[config.mk]
export PLATFORM = sky130hd
export DESIGN_NAME = button_event
export DESIGN_NICKNAME = d
export VERILOG_FILES = /design/src/rtl/button_event_pkg.sv /design/src/rtl/button_event_ms_ticker.sv /design/src/rtl/button_event.sv
export SDC_FILE = /design/constraint.sdc
export NUM_CORES = 1
export LEC_CHECK = 0
export BUFFER_PORTS_ARGS = -buffer_cell sky130_fd_sc_hd__buf_2
export CAP_MARGIN = 20
export CELL_PAD_IN_SITES_DETAIL_PLACEMENT = 0
export CELL_PAD_IN_SITES_GLOBAL_PLACEMENT = 1
export CORE_UTILIZATION = 35
export DETAILED_ROUTE_END_ITERATION = 8
export PLACE_DENSITY_LB_ADDON = 0.1
export SYNTH_ARGS = -nofsm -noshare
export SYNTH_HDL_FRONTEND = slang
export SYNTH_SLANG_ARGS = --single-unit
[constraint.sdc]
create_clock -name clk -period 2.57 [get_ports clk]
set_input_delay 0.514 -clock clk [delete_from_list [all_inputs] [get_ports clk]]
set_output_delay 0.514 -clock clk [all_outputs]
set_load 0.1 [all_outputs]
[src/rtl/button_event_pkg.sv]
// Shared definitions for button_event: FSM state encoding and constant width helpers.
package button_event_pkg;

  typedef enum logic [2:0] {
    ST_IDLE   = 3'd0,
    ST_PRESS1 = 3'd1,
    ST_GAP    = 3'd2,
    ST_PRESS2 = 3'd3,
    ST_HELD   = 3'd4
  } state_e;

  // Width of a counter spanning 0..n-1, never narrower than one bit.
  function automatic int cnt_w(input int n);
    return (n <= 2) ? 1 : $clog2(n);
  endfunction

  function automatic int max3(input int a, input int b, input int c);
    int m;
    m = a;
    if (b > m) m = b;
    if (c > m) m = c;
    return m;
  endfunction

endpackage

[src/rtl/button_event_ms_ticker.sv]
// Millisecond prescaler: counts 0..CLK_FREQ-1 and flags the last count as the 1 ms tick.
module ms_ticker
  import button_event_pkg::*;
#(
  parameter int CLK_FREQ = 95_000
) (
  input  logic clk,
  input  logic rst,
  input  logic clr,
  output logic tick
);

  localparam int PW = cnt_w(CLK_FREQ);
  localparam logic [PW-1:0] LAST = PW'(CLK_FREQ - 1);

  logic [PW-1:0] presc_q, presc_d;

  // tick is purely a function of the count so the FSM can use it to decide clr without a loop.
  always_comb begin
    tick    = (presc_q == LAST);
    presc_d = presc_q + 1'b1;
    if (clr || tick) presc_d = '0;
  end

  always_ff @(posedge clk) begin
    if (rst) presc_q <= '0;
    else     presc_q <= presc_d;
  end

endmodule

[src/rtl/button_event.sv]
// Turns a debounced button level into press/release/click/long-press pulses.
// Optional auto-repeat in HELD is enabled by defining BUTTON_EVENT_REPEAT_EN.
module button_event
  import button_event_pkg::*;
#(
  parameter int CLK_FREQ      = 95_000,
  parameter int LONG_PRESS_MS = 1000,
  parameter int DCLICK_MS     = 300,
  parameter int REPEAT_MS     = 100
) (
  input  logic   clk,
  input  logic   rst,
  input  logic   button_valid,
  output logic   press,
  output logic   release_pulse,
  output logic   short_click,
  output logic   double_click,
  output logic   long_press,
  output logic   repeat_pulse,
  output state_e state_dbg
);

  localparam int MAX_MS = max3(LONG_PRESS_MS, DCLICK_MS, REPEAT_MS);
  localparam int MW     = $clog2(MAX_MS) + 1;
  localparam logic [MW-1:0] LONG_C   = MW'(LONG_PRESS_MS);
  localparam logic [MW-1:0] DCLICK_C = MW'(DCLICK_MS);

  state_e        state_q, state_d;
  logic          btn_q;
  logic [MW-1:0] ms_cnt_q, ms_cnt_d, ms_next;
  logic          tick, clr, restart;
  logic          rise, fall, long_hit, dclick_hit;
  logic          press_q, press_d;
  logic          release_q, release_d;
  logic          short_q, short_d;
  logic          double_q, double_d;
  logic          long_q, long_d;

  ms_ticker #(.CLK_FREQ(CLK_FREQ)) u_ticker (
    .clk  (clk),
    .rst  (rst),
    .clr  (clr),
    .tick (tick)
  );

  assign rise    = button_valid & ~btn_q;
  assign fall    = ~button_valid & btn_q;
  assign ms_next = (ms_cnt_q == {MW{1'b1}}) ? ms_cnt_q : ms_cnt_q + 1'b1;
  // A timeout fires on the tick that brings ms_cnt to N, so it lands N*CLK_FREQ cycles after entry.
  assign long_hit   = tick && (ms_next == LONG_C);
  assign dclick_hit = tick && (ms_next == DCLICK_C);

`ifdef BUTTON_EVENT_REPEAT_EN
  localparam logic [MW-1:0] REPEAT_C = MW'(REPEAT_MS);
  logic repeat_q, repeat_d, repeat_hit;
  assign repeat_hit = tick && (ms_next == REPEAT_C);
`endif

  // Edges are tested before timeouts in every state, so an edge wins a same-cycle tie.
  always_comb begin
    state_d   = state_q;
    press_d   = 1'b0;
    release_d = 1'b0;
    short_d   = 1'b0;
    double_d  = 1'b0;
    long_d    = 1'b0;
    restart   = 1'b0;
`ifdef BUTTON_EVENT_REPEAT_EN
    repeat_d  = 1'b0;
`endif
    case (state_q)
      ST_IDLE: begin
        if (rise) begin
          press_d = 1'b1;
          state_d = ST_PRESS1;
        end
      end
      ST_PRESS1: begin
        if (fall) begin
          release_d = 1'b1;
          state_d   = ST_GAP;
        end else if (long_hit) begin
          long_d  = 1'b1;
          state_d = ST_HELD;
        end
      end
      ST_GAP: begin
        if (rise) begin
          press_d  = 1'b1;
          double_d = 1'b1;
          state_d  = ST_PRESS2;
        end else if (dclick_hit) begin
          short_d = 1'b1;
          state_d = ST_IDLE;
        end
      end
      ST_PRESS2: begin
        if (fall) begin
          release_d = 1'b1;
          state_d   = ST_IDLE;
        end else if (long_hit) begin
          long_d  = 1'b1;
          state_d = ST_HELD;
        end
      end
      ST_HELD: begin
        if (fall) begin
          release_d = 1'b1;
          state_d   = ST_IDLE;
        end
`ifdef BUTTON_EVENT_REPEAT_EN
        else if (repeat_hit) begin
          repeat_d = 1'b1;
          restart  = 1'b1;
        end
`endif
      end
      default: state_d = ST_IDLE;
    endcase
  end

  always_comb begin
    clr      = (state_d != state_q) | restart;
    ms_cnt_d = ms_cnt_q;
    if (clr)       ms_cnt_d = '0;
    else if (tick) ms_cnt_d = ms_next;
  end

  always_ff @(posedge clk) begin
    if (rst) begin
      state_q   <= ST_IDLE;
      btn_q     <= 1'b0;
      ms_cnt_q  <= '0;
      press_q   <= 1'b0;
      release_q <= 1'b0;
      short_q   <= 1'b0;
      double_q  <= 1'b0;
      long_q    <= 1'b0;
    end else begin
      state_q   <= state_d;
      btn_q     <= button_valid;
      ms_cnt_q  <= ms_cnt_d;
      press_q   <= press_d;
      release_q <= release_d;
      short_q   <= short_d;
      double_q  <= double_d;
      long_q    <= long_d;
    end
  end

`ifdef BUTTON_EVENT_REPEAT_EN
  always_ff @(posedge clk) begin
    if (rst) repeat_q <= 1'b0;
    else     repeat_q <= repeat_d;
  end
  assign repeat_pulse = repeat_q;
`else
  assign repeat_pulse = 1'b0;
`endif

  assign press         = press_q;
  assign release_pulse = release_q;
  assign short_click   = short_q;
  assign double_click  = double_q;
  assign long_press    = long_q;
  assign state_dbg     = state_q;

endmodule

==> key figures <==
Critical path
  • Worst setup path category: reg -> reg
  • Crit path capture type: register
  • CP Cell Sequence: nand4_2 -> nor3_2 -> mux2i_1 -> nand4_1 -> nor2b_1 -> a211oi_2 -> nor3_1
  • CP arrival: 2490 ps
  • Type of origin of the critical path: register
  • CP Max Fanout: 9
  • R2R setup slack: 250 ps
  • Critical R2R Launch: ms_cnt_q[2]
  • Reg2reg end: ms_cnt_q[8]
  • Reg2reg path depth: 7
  • Worst Path Required: approximately 2700 ps
  • Largest stage delay on the critical path: approximately 520 ps
  • CP max-delay cell: dfxtp_1

Clocking
  • CTS tree: done
  • Clock Path Buffers: 2
  • CTS Hold Bufs: 0
  • Worst-path clk slew: approximately 80 ps
  • CTS root buf: clkbuf_8
  • H-tree levels: 2
  • Post-CTS Setup Inserts: 0
  • Gates resized, CTS repair: 0
  • CTS Buf Count: 5
  • # clock sinks: 37
  • Clk_lat worst skew: 290 ps

Outcome
  • Status: complete, no violations

Power and ir drop
  • Leakage: slightly below 0.9 nW
  • Pwr per Cell Area: ~500 nW/um^2
  • Worst VDD drop: between 0.3 and 0.4 mV

Logic synthesis
  • Synthesis warning total: 0
  • Yosys cell types: 51
  • EDFF count, synth: 0
  • Register area share after synthesis: 0.3695
  • Fraction of registers with async set/reset: 0
  • Post-Syn Nets: 239
  • Syn Inst Count: 234
  • Synth Register Bits: 37
  • Mapped Area: approximately 2000 um^2
  • Synthesized area per cell: between 8 and 9 um^2
  • Post-synth top flop: dfxtp_1

Finish
  • Post-layout util: 0.4174
  • Most common library cell in the layout ignoring fill and taps: nor2_1
  • # diodes: 0
  • Area grow syn2layout: 14.67%
  • Commonest non-fill, non-tap cells in the layout: nor2_1, dfxtp_1, nand2_1
  • Nets: 260
  • Layout cells sized above 1: 0.1836

Place
  • Post-DP HPWL: between 3 and 4 mm
  • IO Port Bufs: 10
  • Placer congestion estimate: about 0.76

GRT
  • First-pass GRT wire length: between 7 and 8 mm
  • Initial antenna violation count: 0
  • Tot GR Track Use: 0.1645
  • Remaining Overflow, GRT: 0
  • Vias in the first global route: around 1600
  • Largest net degree at the start of global routing: 19

Floorplanning
  • Num rows: 27
  • I/O pins: 12
  • Placeable Area: about 5500 um^2
  • DIE HEIGHT: about 80 um
  • Die extent in x: between 70 and 80 um
  • Starting Density: 0.3640
  • Die Area: between 6000 and 7000 um^2

Routing
  • Vias: between 1500 and 2000
  • Initial DRT Pass Iterations: 4
  • WL final: approximately 4.4 mm
  • Drt via density: about 5.0
  • Mean routed wirelength per cell: ~14 um
  • Remaining DRCs: 0
  • Antenna Nets Post-Route: 0
  • DR iter-0 viols: around 120

STA
  • Final Hold Fails: 0
  • Fin. max-slew vios: 0
  • Worst Clk Skew: slightly above 6 ps
  • # setup viols final: 0
  • TNS Setup: 0 ps
  • Unrepaired setup endpoints after global routing: no
  • FMAX: ~430 MHz
  • Period utilization: 0.9029
  • Post-layout min period: about 2300 ps

Worst hold path
  • Worst Hold Depth: 1
  • HP Class: reg -> reg
  • Hold path start: u_ticker.presc_q[0]
  • WHS Endpoint: u_ticker.presc_q[0]

Flow run
  • Max-cap check violation count: 0
==> sequential cells by signal (all words and copies together) (netlist names) <==
signal / flops
ms_cnt_q: 11
short_click: 1
btn_q: 1
state_dbg: 3
press: 1
long_press: 1
u_ticker.presc_q: 17
release_pulse: 1
double_click: 1
==> worst max path at each step <==
| stage | from | to |
|---|---|---|
| final | ms_cnt_q[2] | ms_cnt_q[8] |
| after global routing | ms_cnt_q[2] | ms_cnt_q[3] |
| after CTS | ms_cnt_q[2] | ms_cnt_q[5] |
| after detailed placement | ms_cnt_q[2] | ms_cnt_q[5] |
| after global placement | ms_cnt_q[2] | ms_cnt_q[2] |
| after floorplan | state_dbg[0] | u_ticker.presc_q[11] |
==> synth_stat cells (all sizes together), types with 2 or more instances <==
cell,n,area [um^2]
nor4bb,2,20.02
o21ai,9,45.04
xnor2,13,121.4
nand2b,3,18.77
nor4b,2,23.77
a31oi,2,12.51
nand3,16,85.08
ha,2,25.02
a211oi,4,40.03
buf,4,28.78
dfxtp,37,740.7
xor2,11,96.34
and3,3,18.77
nand4,11,102.6
mux2i,4,40.04
a21oi,5,28.78
nor2,43,161.4
inv,5,18.77
clkbuf,2,7.510
nor3b,3,38.79
nor3,12,81.33
o21a,2,15.01
nand2,21,86.33
nor2b,4,25.02
nor4,3,25.02
==> cells by family (layout without fill, tap and decap cells) <==
group | Yosys count | in the layout | synth area share
flops | 37 | 37 | 0.3695
mux | 4 | 4 | 0.01998
compound gates | 27 | 27 | 0.09363
xor+xnor | 24 | 24 | 0.1086
other cells | 1 | 1 | 0.001871
fa+ha+maj | 2 | 2 | 0.01248
buf+inv | 11 | 33 | 0.02747
simple gates | 128 | 128 | 0.3664
==> power by group <==
group	internal [mW]	switching, mW
Sequential	0.580	0.00569
Combinational	0.0156	0.0632
Clock	0.290	0.222
==> stage by stage <==
step,setup slack [ps],instance area (um^2),power (mW),hold WS [ps],instances
2_1_floorplan,430.4,2004,0.6644,413.0,234
3_3_place_gp,330.2,2183,0.6797,431.5,320
3_5_place_dp,277.1,2183,0.6795,435.0,320
4_1_cts,249.8,2298,1.198,450.7,328
5_1_grt,67.16,2298,1.231,468.1,328
6_report,249.5,2298,1.177,445.9,328
==> worst max-delay path, delay by kind of cell, from the launching register on <==
kind / cells / cell delay (ps)
AND/OR/NAND/NOR: 5 / 860
flip-flops: 1 / 520
multiplexers: 1 / 450
AO/OA/AOI/OAI: 1 / 360
==> routing by layer <==
layer | track usage | part of all wire | vias up
met4 | 0.05660 | 0.015 | 0
met5 | 0 | 0 | -
met2 | 0.2619 | 0.47 | 13
li1 | - | - | 859
met1 | 0.2188 | 0.50 | 772
met3 | 0.03529 | 0.019 | 8
==> area by class of cell <==
class	count	area [um^2]
Multi-Input combinational cell	186	1209
Inverter	5	18.77
Clock inverter	3	46.29
Sequential cell	37	740.7
Timing Repair Buffer	20	125.1
Clock buffer	5	68.82
Fill cell	585	3208
Tap cell	72	90.09
No activity file was read; power rests on OpenSTA's default activity.
